[src/rtl/div_unit_pkg.sv]
// Shared definitions for the E-stage multi-cycle divider: state encoding,
// result-ready flags and the ALU control codes that launch a divide.
package div_unit_pkg;

  localparam int DIV_WIDTH = 32;

  typedef enum logic [1:0] {
    DIV_FREE    = 2'b00,
    DIV_BY_ZERO = 2'b01,
    DIV_ON      = 2'b10,
    DIV_END     = 2'b11
  } div_state_e;

  localparam logic DIV_RESULT_READY     = 1'b1;
  localparam logic DIV_RESULT_NOT_READY = 1'b0;

  // ALU control codes that raise start (DIV -> signed, DIVU -> unsigned)
  localparam logic [7:0] EXE_DIV_OP  = 8'b0001_1010;
  localparam logic [7:0] EXE_DIVU_OP = 8'b0001_1011;

endpackage

[src/rtl/div_unit_if.sv]
// Request/response bundle between the E-stage ALU and the divider.
interface div_unit_if
  import div_unit_pkg::*;
#(
  parameter int WIDTH = DIV_WIDTH
);
  logic                 start;
  logic                 is_signed;
  logic [WIDTH-1:0]     a;
  logic [WIDTH-1:0]     b;
  logic                 annul;
  logic                 busy;
  logic                 valid;
  logic [2*WIDTH-1:0]   result;

  modport master (
    output start, is_signed, a, b, annul,
    input  busy, valid, result
  );

  modport slave (
    input  start, is_signed, a, b, annul,
    output busy, valid, result
  );
endinterface

[src/rtl/div_unit.sv]
// Restoring divider for DIV/DIVU: one quotient bit per cycle, signs fixed up
// on the last step so result = {remainder, quotient} is final when valid pulses.
module div_unit
  import div_unit_pkg::*;
#(
  parameter int WIDTH = DIV_WIDTH
) (
  input logic       clk,
  input logic       rst,
  div_unit_if.slave bus
);

  localparam int CW = $clog2(WIDTH);
  localparam logic [CW-1:0] CNT_LAST = CW'(WIDTH - 1);

  div_state_e state, state_nx;

  logic [CW-1:0]    cnt;
  logic [2*WIDTH:0] acc;       // {partial remainder, dividend/quotient}
  logic [WIDTH-1:0] dvsr;
  logic             sign_q;
  logic             sign_r;

  logic [WIDTH-1:0] abs_a;
  logic [WIDTH-1:0] abs_b;
  logic [2*WIDTH:0] acc_sh;
  logic [WIDTH:0]   trial;
  logic [2*WIDTH:0] acc_step;
  logic [WIDTH-1:0] quo;
  logic [WIDTH-1:0] rem;
  logic             cnt_last;

  // Operand magnitudes and one restoring step on the current accumulator.
  always_comb begin
    abs_a    = (bus.is_signed && bus.a[WIDTH-1]) ? -bus.a : bus.a;
    abs_b    = (bus.is_signed && bus.b[WIDTH-1]) ? -bus.b : bus.b;
    acc_sh   = acc << 1;
    trial    = acc_sh[2*WIDTH:WIDTH] - {1'b0, dvsr};
    acc_step = trial[WIDTH] ? acc_sh : {trial, acc_sh[WIDTH-1:1], 1'b1};
    quo      = sign_q ? -acc_step[WIDTH-1:0] : acc_step[WIDTH-1:0];
    rem      = sign_r ? -acc_step[2*WIDTH-1:WIDTH] : acc_step[2*WIDTH-1:WIDTH];
    cnt_last = (cnt == CNT_LAST);
  end

  always_ff @(posedge clk) begin
    // NOTE: state is updated with <= so every register samples pre-edge values.
    if (rst) state <= DIV_FREE;
    else     state <= state_nx;
  end

  always_comb begin
    // NOTE: every output gets a default first so no path leaves a latch behind.
    state_nx  = state;
    bus.busy  = 1'b0;
    bus.valid = DIV_RESULT_NOT_READY;
    unique case (state)
      DIV_FREE: begin
        if (bus.start) state_nx = (bus.b == '0) ? DIV_BY_ZERO : DIV_ON;
      end
      DIV_BY_ZERO: begin
        bus.busy = 1'b1;
        state_nx = DIV_END;
      end
      DIV_ON: begin
        bus.busy = 1'b1;
        if (cnt_last) state_nx = DIV_END;
      end
      DIV_END: begin
        bus.valid = DIV_RESULT_READY;
        state_nx  = DIV_FREE;
      end
      default: state_nx = DIV_FREE;
    endcase
    // An annulled op falls back to idle; a start seen in the same cycle is lost.
    if (bus.annul) state_nx = DIV_FREE;
  end

  always_ff @(posedge clk) begin
    // NOTE: the datapath is cleared too, so a reset leaves no stale operand or result.
    if (rst) begin
      cnt        <= '0;
      acc        <= '0;
      dvsr       <= '0;
      sign_q     <= 1'b0;
      sign_r     <= 1'b0;
      bus.result <= '0;
    end else if (!bus.annul) begin
      unique case (state)
        DIV_FREE: begin
          if (bus.start) begin
            acc    <= {{(WIDTH+1){1'b0}}, abs_a};
            dvsr   <= abs_b;
            sign_q <= bus.is_signed & (bus.a[WIDTH-1] ^ bus.b[WIDTH-1]);
            sign_r <= bus.is_signed & bus.a[WIDTH-1];
            cnt    <= '0;
          end
        end
        DIV_BY_ZERO: bus.result <= '0;
        DIV_ON: begin
          acc <= acc_step;
          cnt <= cnt + 1'b1;
          if (cnt_last) bus.result <= {rem, quo};
        end
        default: ;
      endcase
    end
  end

endmodule

[src/flat_wrapper.sv]
// flat-port wrapper written by rule: the top's interface ports become plain ports
module div_unit_flat import div_unit_pkg::*;
#(
  parameter int WIDTH = DIV_WIDTH
)
  (clk, rst, bus_start, bus_is_signed, bus_a, bus_b, bus_annul, bus_busy, bus_valid, bus_result);
  div_unit_if #(.WIDTH(WIDTH)) bus_i ();
  input logic clk;
  input logic rst;
  input wire logic [$bits(bus_i.start)-1:0] bus_start;
  input wire logic [$bits(bus_i.is_signed)-1:0] bus_is_signed;
  input wire logic [$bits(bus_i.a)-1:0] bus_a;
  input wire logic [$bits(bus_i.b)-1:0] bus_b;
  input wire logic [$bits(bus_i.annul)-1:0] bus_annul;
  output wire logic [$bits(bus_i.busy)-1:0] bus_busy;
  output wire logic [$bits(bus_i.valid)-1:0] bus_valid;
  output wire logic [$bits(bus_i.result)-1:0] bus_result;
  assign bus_i.start = bus_start;
  assign bus_i.is_signed = bus_is_signed;
  assign bus_i.a = bus_a;
  assign bus_i.b = bus_b;
  assign bus_i.annul = bus_annul;
  assign bus_busy = bus_i.busy;
  assign bus_valid = bus_i.valid;
  assign bus_result = bus_i.result;
  div_unit #(.WIDTH(WIDTH)) u_core (.clk(clk), .rst(rst), .bus(bus_i));
endmodule
[config.mk]
export PLATFORM = sky130hd
export DESIGN_NAME = div_unit_flat
export DESIGN_NICKNAME = d
export VERILOG_FILES = /design/src/rtl/div_unit_pkg.sv /design/src/rtl/div_unit_if.sv /design/src/rtl/div_unit.sv /design/src/flat_wrapper.sv
export SDC_FILE = /design/constraint.sdc
export NUM_CORES = 1
export LEC_CHECK = 0
export CAP_MARGIN = 40
export CORE_MARGIN = 2
export CORE_UTILIZATION = 45
export CTS_CLUSTER_DIAMETER = 40
export DETAILED_ROUTE_END_ITERATION = 6
export PLACE_DENSITY = 0.68
export SLEW_MARGIN = 25
export SYNTH_ARGS = -nofsm -noshare
export SYNTH_HDL_FRONTEND = slang
export SYNTH_SLANG_ARGS = --single-unit
[constraint.sdc]
create_clock -name clk -period 7.79 [get_ports clk]
set_clock_uncertainty 0.15 [all_clocks]
set_input_delay 1.9475 -clock clk [delete_from_list [all_inputs] [get_ports clk]]
set_output_delay 1.9475 -clock clk [all_outputs]
set_load 0.05 [all_outputs]
==> run metrics, run 1 <==
status=completed; Via density=5.950; Skew-Pair Late Insertion Delay=440 ps; postcts setup bufs=0; setup_tns=0 ps; Finished Cell Area=13970 sq um; wire per inst=18.60 um; crit end category=flip-flop; crit path cell chain=inv_1 > ha_1 > inv_1 > fa_1 > a21o_1 > a22o_1 > a21oi_4 > a21oi_2 > nor3_4 > nor2_4 > inv_2 > o21ai_0 > inv_1 > ha_1 > o21ai_0 > o41ai_2 > xor2_1 > a22o_1; slowest cell on the critical path=inv_2; Worst Min Path Start=u_core.dvsr[21]; cell area after synthesis=11920 sq um; Worst slew margin=45.59%; Clk Tree Root Cell=clkbuf_16; HPWL Detailed=27570 um; # port buffers=134; via count=11830; synthesis-stage register bit count=169; GRT overflow=0; Yosys warning count=0; Layout area overhead=17.18%; final hold violation count=0; max layer used=met4; Max-Cap Viols=0; CTS H-tree depth=4; clock-pin slew of the registers on the worst-case setup and hold paths=70 ps; critical path's top delay family=compound AO/OA/AOI/OAI gates; slew at the pin with the worst max-slew slack=807.6 ps; P_leak=0.005054 uW; number of CTS-inserted buffers=17; cts hold-fix bufs=0; global-route wire length before repair=59390 um; unrepaired setup endpoints after global routing=false; Final Cycle Share=64.65%; CP max FO=39; Final ANT Viol Nets=0; crit start category=flip-flop; Final Max Tran Viols=0; CTS Buffer Depth=2; largest net degree at the start of global routing=66; WL met3=2067 um; sequential-to-total area share from yosys stat=28.38%; Post-Route WL=36980 um; # fillers=2527; Die Span X=166.8 um; drt pass-1 iters=5; RR Startpoint=u_core.acc[31]; Layout Utilization=53.60%; Power Dens Cells=165.3 nW/um^2; ys async rst share=0%; I/O pin total=135; core area=26060 sq um; Max VDD drop=0.1748 mV; Resized Gates After CTS=0; antenna cells=0; average cell area after synthesis=7.592 sq um; Main synth FF type=dfxtp_1; crit path from=u_core.acc[31]; critical path class=reg -> reg; initial drt markers=1068; full die area=27810 sq um; DRC=0; crit-path most repeated cell=inv_1; via count of the first global-routing pass=10890; share of layout cells above drive strength 1=6.231%; clock tree from TritonCTS=yes; GRT Util Overall=26.14%; wl on met1=17250 um; # rows=59; Initial Util=45.74%; syn nets=1682; Yosys cell types=91; Post-DP Area=13390 sq um; Die Y=166.8 um; RD Place Congestion=0.9681; clk sinks=169; HP Class=reg -> reg; metal2 WL=16790 um; Mapped Cells=1570; Final #Nets=1752; Arr. time, crit path=5210 ps; Worst EP required=7960 ps; CP peak stage delay=570 ps; crit path time final=5036 ps; Finish-stage setup viols=0; Buf+Inv Stages, Crit Path=4; Post-synth EDFFs=0; initial antenna violation count=0; FMAX=198.6 MHz
[registers in the layout, summed over array words and instances (netlist names)]
| signal | flops |
|---|---|
| u_core.sign_q | 1 |
| u_core.acc | 64 |
| u_core.dvsr | 32 |
| u_core.cnt | 5 |
| u_core.bus.result | 64 |
| u_core.state | 2 |
| u_core.sign_r | 1 |
[synth_stat cells, types with 8 or more instances]
cell / count / area, sq um
a211oi_1: 33 / 247.7
a21o_1: 13 / 97.59
a21oi_1: 122 / 610.6
a22o_1: 34 / 297.8
a22oi_1: 35 / 262.8
a311oi_1: 8 / 70.07
a31oi_1: 21 / 131.4
and2_1: 11 / 68.82
and3_1: 8 / 50.05
buf_2: 14 / 70.07
clkbuf_1: 71 / 266.5
dfxtp_1: 169 / 3383
ha_1: 42 / 525.5
inv_1: 59 / 221.5
mux2i_1: 22 / 220.2
nand2_1: 173 / 649.4
nand2b_1: 15 / 93.84
nand3_1: 48 / 240.2
nand4_1: 11 / 68.82
nor2_1: 185 / 694.4
nor3_1: 34 / 170.2
nor4_1: 12 / 75.07
o211ai_1: 13 / 97.59
o21ai_0: 103 / 515.5
o31ai_1: 17 / 127.6
o41ai_1: 10 / 87.58
or3_1: 19 / 118.9
xnor2_1: 79 / 691.9
xor2_1: 52 / 455.4
[report_power, final]
part | switching, uW | internal, uW
Clock | 410 | 433
Combinational | 348 | 200
Sequential | 28.4 | 889
[per-layer routing]
layer / global-route usage [%] / up-vias
met5: 0 / -
li1: - / 5767
met4: 7.571 / 0
met3: 3.422 / 61
met2: 42.13 / 441
met1: 36.61 / 5560
[kinds of logic after synthesis]
family                     count (synthesis)  share of synthesized area, %
muxes                                     24                         2.036
and+or+nand+nor                          561                         21.84
adders and majority gates                 43                         4.576
xor gates and xnor gates                 131                         9.625
DFF                                      169                         28.38
AOI/OAI and AO/OA                        483                         27.97
buffers and inverters                    159                         5.563
[placed cells by master, fill, tap and decap left out, types with 10 or more instances in the layout]
master / n
o31ai_1: 17
xnor2_1: 79
a22oi_1: 35
nor3_1: 34
a21o_1: 12
a31oi_1: 21
clkbuf_16: 17
o21ai_0: 103
nand2_1: 173
xor2_1: 52
dfxtp_1: 169
a211oi_1: 33
inv_1: 59
nor2_1: 183
buf_4: 14
or3_1: 19
clkdlybuf4s50_1: 133
mux2i_1: 22
nor4_1: 12
nand4_1: 11
a22o_1: 34
a21oi_1: 121
nand3_1: 48
and2_1: 11
o41ai_1: 10
ha_1: 41
nand2b_1: 15
o211ai_1: 13
[cell type report]
cell class | count | area, sq um | share of cell area (%)
tap | 335 | 419.2 | 3.001
inverter | 60 | 225.2 | 1.612
clock buffer | 19 | 442.9 | 3.171
timing repair buffer | 150 | 1476 | 10.57
clock inverter | 13 | 127.6 | 0.9136
sequential | 169 | 3383 | 24.22
multi-input combinational | 1242 | 7894 | 56.51
[stage by stage]
step	hold slack, ps	worst slack, ps	instances	power, uW
2_1_floorplan	281.9	3356	1570	1313
3_3_place_gp	291.8	2437	1952	1469
3_5_place_dp	300.6	2383	1954	1473
4_1_cts	312.4	2808	1986	2305
5_1_grt	325.8	2349	1988	2411
6_report	307.4	2754	1988	2309
[tightest hold or removal path: cells and delay by family (launching register included)]
family	cells	cell delay, ps
AOI/OAI and AO/OA	1	50
DFF	1	310
and+or+nand+nor	1	50
[worst paths after layout]
check	endpoint	slack [ps]	cells past startpoint
worst max-delay path	u_core.bus.result[58]	2750	18
worst min-delay path	u_core.dvsr[21]	310	2
worst max register to register	u_core.bus.result[58]	2750	18
worst min register to register	u_core.dvsr[21]	310	2
Note: power is estimated with default switching activity, not from simulation.
==> run 2: changes to the inputs <==
PLACE_DENSITY = 0.71   (was 0.68)
clock period = 4.1 ns   (was 7.79 ns; I/O delays follow)
==> run 2 against run 1 <==
Compared with the run above: combinational power is 110% higher; clock power rose by 100%; power grew 100%; wire length is 2.7% higher; sequential share of layout area shrank 1.3 points; count of clock-buffer cells in the layout grew 1.
==> run metrics, run 2 (synthesis gave the netlist of run 1 again) <==
cells on worst reg2reg path=16 (was 18); clock tree from TritonCTS=yes (unchanged); unrepaired setup endpoints after global routing=true (was false); Max VDD drop=0.2864 mV (was 0.1748 mV); RR Startpoint=u_core.acc[31] (unchanged); core area=26060 sq um (unchanged); RD Place Congestion=0.9208 (was 0.9681); via count of the first global-routing pass=11220 (was 10890); Final Cycle Share=98.00% (was 64.65%); initial drt markers=953 (was 1068); status=completed (unchanged); Power Dens Cells=312.3 nW/um^2 (was 165.3 nW/um^2); HP Class=reg -> reg (unchanged); antenna cells=0 (unchanged); commonest non-fill, non-tap cell in the layout=nor2_1 (unchanged); CTS Buffer Depth=2 (unchanged); crit path from=u_core.acc[31] (unchanged); GRT Util Overall=26.48% (was 26.14%); Finish-stage setup viols=0 (unchanged); global-route wire length before repair=59970 um (was 59390 um); Clk Tree Root Cell=clkbuf_16 (unchanged); Initial Util=45.74% (unchanged); Die Y=166.8 um (unchanged); setup_tns=0 ps (unchanged); Die Span X=166.8 um (unchanged); Skew-Pair Late Insertion Delay=440 ps (about the same); crit end category=flip-flop (unchanged); R2R Setup Slk=80 ps (was 2750 ps); Post-Route WL=37970 um (was 36980 um); drt pass-1 iters=5 (unchanged); final hold violation count=0 (unchanged); Final ANT Viol Nets=0 (unchanged); combinational fraction of design power=24.8% (was 23.7%); Flop pwr share=37.8% (was 39.7%); # port buffers=134 (unchanged); full die area=27810 sq um (unchanged); Worst slew margin=51.26% (was 45.59%); Worst EP required=4270 ps (was 7960 ps); critical path class=reg -> reg (unchanged); switching share of power=32.00% (was 34.06%); wire per inst=18.39 um (was 18.60 um); DRC=0 (unchanged); initial antenna violation count=1 (was 0); M3 GR Usage=4.325% (was 3.422%); I/O pin total=135 (unchanged); HPWL Detailed=29370 um (was 27570 um); Final #Nets=1829 (was 1752); Clock power frac=37.5% (was 36.5%); Via density=5.821 (was 5.950); Worst Min Path Start=u_core.bus.result[37] (was u_core.dvsr[21]); Max-Cap Viols=0 (unchanged); CTS H-tree depth=4 (unchanged); met1 Use GR=35.35% (was 36.61%); most frequent cells in the layout=nor2_1 (181), nand2_1 (172), dfxtp_1 (169) (was nor2_1 (183), nand2_1 (173), dfxtp_1 (169)); P_int=3140 uW (was 1523 uW); Final Max Tran Viols=0 (unchanged); met2 GRT Util=41.70% (was 42.13%); number of CTS-inserted buffers=17 (unchanged); clock-pin slew of the registers on the worst-case setup and hold paths=70 ps (about the same); FMAX=248.9 MHz (was 198.6 MHz); largest net degree at the start of global routing=65 (was 66); clk sinks=169 (unchanged); Layout area overhead=24.04% (was 17.18%); RR Endpoint=u_core.bus.result[56] (was u_core.bus.result[58]); CP endpoint=u_core.bus.result[56] (was u_core.bus.result[58]); Post-DP Area=13910 sq um (was 13390 sq um); crit start category=flip-flop (unchanged); share of layout cells above drive strength 1=11.91% (was 6.231%); via count=12020 (was 11830); Arr. time, crit path=4190 ps (was 5210 ps); GRT overflow=0 (unchanged); Switching Power=1478 uW (was 786.5 uW); crit path time final=4018 ps (was 5036 ps); slew at the pin with the worst max-slew slack=731.1 ps (was 807.6 ps); Top Registers=u_core.acc: 64 flops, u_core.bus.result: 64 flops, u_core.dvsr: 32 flops (unchanged); # rows=59 (unchanged); most used routing layer=met2 (unchanged); Finished Cell Area=14790 sq um (was 13970 sq um); CP max FO=4 (was 39); P_leak=0.005481 uW (was 0.005054 uW)
run 2: changes by cell type in the layout (fill, tap and decap cells not counted), moves of 4 or more:
cell	change
buf_4	+75
a21oi_1	-6
a21oi_2	+5
o21ai_0	-6
ha_1	-4
run 2: worst min path at each step:
stage | slack, ps | cells after the start | endpoint
2_1_floorplan | 280 | 2 | u_core.dvsr[21]
3_3_place_gp | 290 | 2 | u_core.dvsr[21]
3_5_place_dp | 300 | 2 | u_core.bus.result[37]
4_1_cts | 310 | 2 | u_core.cnt[4]
5_1_grt | 330 | 2 | u_core.cnt[4]
6_report | 310 | 2 | u_core.bus.result[37]
run 2: layout make-up:
type	instances	area (sq um)
fillers	2370	11270
multi-input cells	1242	8063
flip-flops and latches	169	3383
repair buffers	227	2077
clock buffers	20	456.7
well taps	335	419.2
inverters	60	225.2
clock inverters	11	161.4
run 2: repair_timing:
item                                    4_1_cts  5_1_grt
pin swaps                                     1        8
endpoints found under the setup margin        1       31
resized for setup                             3       37
hold buffers                                  0        0
setup buffers                                 1       10
run 2: power by group through the flow:
stage | clock network (uW) | registers, uW | logic [uW]
floorplan | 0 | 1760 | 734
global placement | 0 | 1780 | 1070
detailed placement | 0 | 1780 | 1080
CTS | 1750 | 1740 | 1090
global route | 1810 | 1750 | 1250
finish | 1730 | 1740 | 1140
run 2: metrics by stage:
stage / std cells / hold slack [ps] / utilization, % / worst slack [ps] / total power [uW]
final: 2064 / 305.4 / 56.74 / 81.99 / 4618
after global routing: 2064 / 333.3 / 56.74 / -17.72 / 4806
after CTS: 2054 / 310.3 / 55.88 / 21.36 / 4578
after detailed placement: 2022 / 298.9 / 53.40 / -82.73 / 2857
after global placement: 2021 / 294.5 / 53.34 / 108.2 / 2846
after floorplan: 1570 / 281.9 / - / -40.25 / 2496
run 2: per-layer routing:
metal / up-vias / wire length [um]
li1: 5938 / -
met1: 5515 / 17000
met2: 462 / 16820
met3: 98 / 2317
met4: 2 / 1813
met5: - / 13
run 2: critical path, cell delays in order, from the launching register on:
cell and delay [ps]:
dfxtp_1 310, inv_1 70, ha_1 150, inv_1 60, fa_2 350, a21o_1 200
a22o_4 280, a21oi_4 230, buf_4 150, a21oi_1 60, or3_1 350, a21o_1 240
o41ai_1 530, o211ai_1 230, o21ai_0 250, xor2_1 100, a22o_1 200
==> run 3: changes to the inputs <==
PLACE_DENSITY = 0.68   (was 0.71)
clock period = 4.2 ns   (was 4.1 ns; I/O delays follow)
==> run 3 against run 2 <==
Compared with the run above: register-to-register slack better by 20 ps; via count grew 0.52%; setup slack better by 15 ps; largest power group unchanged; sequential power fell by 2%; wire length increased by 1.7%; clock power is 3% lower; highest routed layer is now met4; count of clock-buffer cells in the layout down 2; sequential cell count is the same; maximum frequency is 2.1% lower; global-route usage rose by 0.55 points; power down 2.8%; sequential share of layout area hardly changed.
==> run metrics, run 3 (synthesis gave the netlist of run 1 again) <==
Max-Cap Viols=0 (unchanged); Final Cycle Share=97.69% (was 98.00%); Max VDD drop=0.2757 mV (was 0.2864 mV); Arr. time, crit path=4290 ps (was 4190 ps); Hold WS=312.1 ps (was 305.4 ps); CP max FO=15 (was 4); GRT overflow=0 (unchanged); number of CTS-inserted buffers=17 (unchanged); initial antenna violation count=0 (was 1); clk sinks=169 (unchanged); Top Registers=u_core.acc: 64 flops, u_core.bus.result: 64 flops, u_core.dvsr: 32 flops (unchanged); RD Place Congestion=0.9653 (was 0.9208); wire per inst=18.78 um (was 18.39 um); crit path time final=4103 ps (was 4018 ps); max layer used=met4 (was met5); final hold violation count=0 (unchanged); CTS Buffer Depth=2 (unchanged); Flop pwr share=37.9% (was 37.8%); Worst slew margin=42.16% (was 51.26%); critical path class=reg -> reg (unchanged); clock-pin slew of the registers on the worst-case setup and hold paths=70 ps (about the same); DRC=0 (unchanged); crit end category=flip-flop (unchanged); commonest non-fill, non-tap cell in the layout=nor2_1 (unchanged); slew at the pin with the worst max-slew slack=866.4 ps (was 731.1 ps); Post-Route WL=38610 um (was 37970 um); Placed Cells=2006 (was 2022); wl on met1=17270 um (was 17000 um); Skew-Pair Late Insertion Delay=440 ps (about the same); # rows=59 (unchanged); Worst EP required=4390 ps (was 4270 ps); global-route wire length before repair=61020 um (was 59970 um); I/O pin total=135 (unchanged); metal2 WL=17000 um (was 16820 um); full die area=27810 sq um (unchanged); clock tree from TritonCTS=yes (unchanged); Via density=5.874 (was 5.821); Final #Nets=1820 (was 1829); via count of the first global-routing pass=11330 (was 11220); Die Y=166.8 um (unchanged); combinational fraction of design power=24.7% (was 24.8%); Power Dens Cells=303.2 nW/um^2 (was 312.3 nW/um^2); P_int=3002 uW (was 3140 uW); non-filler cells, final=2056 (was 2064); HPWL Detailed=29160 um (was 29370 um); Final Max Tran Viols=0 (unchanged); Clk Tree Root Cell=clkbuf_16 (unchanged); via count=12080 (was 12020); Initial Util=45.74% (unchanged); FMAX=243.7 MHz (was 248.9 MHz); WL met3=2370 um (was 2317 um); Switching Power=1487 uW (was 1478 uW); P_leak=0.005497 uW (was 0.005481 uW); dpl ws=-45.24 ps (was -82.73 ps); crit start category=flip-flop (unchanged); most frequent cells in the layout=nor2_1 (182), nand2_1 (173), dfxtp_1 (169) (was nor2_1 (181), nand2_1 (172), dfxtp_1 (169)); status=completed (unchanged); antenna cells=0 (unchanged); GRT Util Overall=27.04% (was 26.48%); drt pass-1 iters=6 (was 5); # port buffers=134 (unchanged); Final ANT Viol Nets=0 (unchanged); Clock power frac=37.3% (was 37.5%); CTS H-tree depth=4 (unchanged); switching share of power=33.13% (was 32.00%); HP Class=reg -> reg (unchanged); largest net degree at the start of global routing=69 (was 65); cts hold-fix bufs=0 (unchanged); Finish-stage setup viols=0 (unchanged); share of layout cells above drive strength 1=11.45% (was 11.91%); Layout area overhead=24.23% (was 24.04%); Die Span X=166.8 um (unchanged); core area=26060 sq um (unchanged); initial drt markers=1036 (was 953); Setup WS post-layout=97.13 ps (was 81.99 ps)
run 3: final timing paths:
path | slack [ps] | cells after the start | start | end
setup / recovery | 100 | 18 | u_core.acc[31] | u_core.bus.result[62]
hold / removal | 310 | 2 | u_core.dvsr[21] | u_core.dvsr[21]
setup reg to reg | 100 | 18 | u_core.acc[31] | u_core.bus.result[62]
hold reg to reg | 310 | 2 | u_core.dvsr[21] | u_core.dvsr[21]
run 3: layer usage:
| layer | GRT usage (%) | vias to the layer above |
|---|---|---|
| li1 | - | 5912 |
| met1 | 36.60 | 5555 |
| met2 | 42.63 | 504 |
| met3 | 3.161 | 106 |
| met4 | 13.61 | 0 |
| met5 | 0 | - |
run 3: power by group through the flow:
| stage | sequential (uW) | clock, uW | combinational [uW] |
|---|---|---|---|
| after global routing | 1710 | 1750 | 1210 |
| after global placement | 1740 | 0 | 1040 |
| after detailed placement | 1740 | 0 | 1040 |
| after floorplan | 1720 | 0 | 716 |
| after CTS | 1700 | 1700 | 1050 |
| final | 1700 | 1680 | 1110 |
run 3: per-stage QoR:
step                      util (%)  total power, uW  setup TNS (ps)  cell area [sq um]
after global placement       52.97             2779               0              13800
final                        56.83             4490               0              14810
after detailed placement     53.03             2781          -46.55              13820
after global routing         56.83             4673          -206.5              14810
after floorplan                  -             2436               0              11930
after CTS                    55.59             4450               0              14490
run 3: critical path, stage by stage (launching register included):
cell and delay (ps):
dfxtp_1 350, inv_1 90, ha_1 160, inv_1 50, fa_2 360, a21o_1 180, a22o_2 300, a21oi_4 220
a21oi_2 130, o21a_4 260, nor2_4 270, inv_8 130, o41ai_4 290, buf_4 200, buf_4 120, o211ai_1 130
o31ai_2 310, xor2_1 100, a22o_1 200
run 3: cell type report:
| type | instances | area [sq um] |
|---|---|---|
| Clock inverter | 14 | 182.7 |
| Tap cell | 335 | 419.2 |
| Clock buffer | 18 | 439.2 |
| Inverter | 60 | 232.7 |
| Multi-Input combinational cell | 1242 | 8060 |
| Fill cell | 2367 | 11250 |
| Sequential cell | 169 | 3383 |
| Timing Repair Buffer | 218 | 2091 |
run 3: what timing repair did:
action	CTS	global route
cloned	1	2
pin swaps	2	15
resized for setup	1	41
setup buffers	1	14
endpoints found under the setup margin	3	33
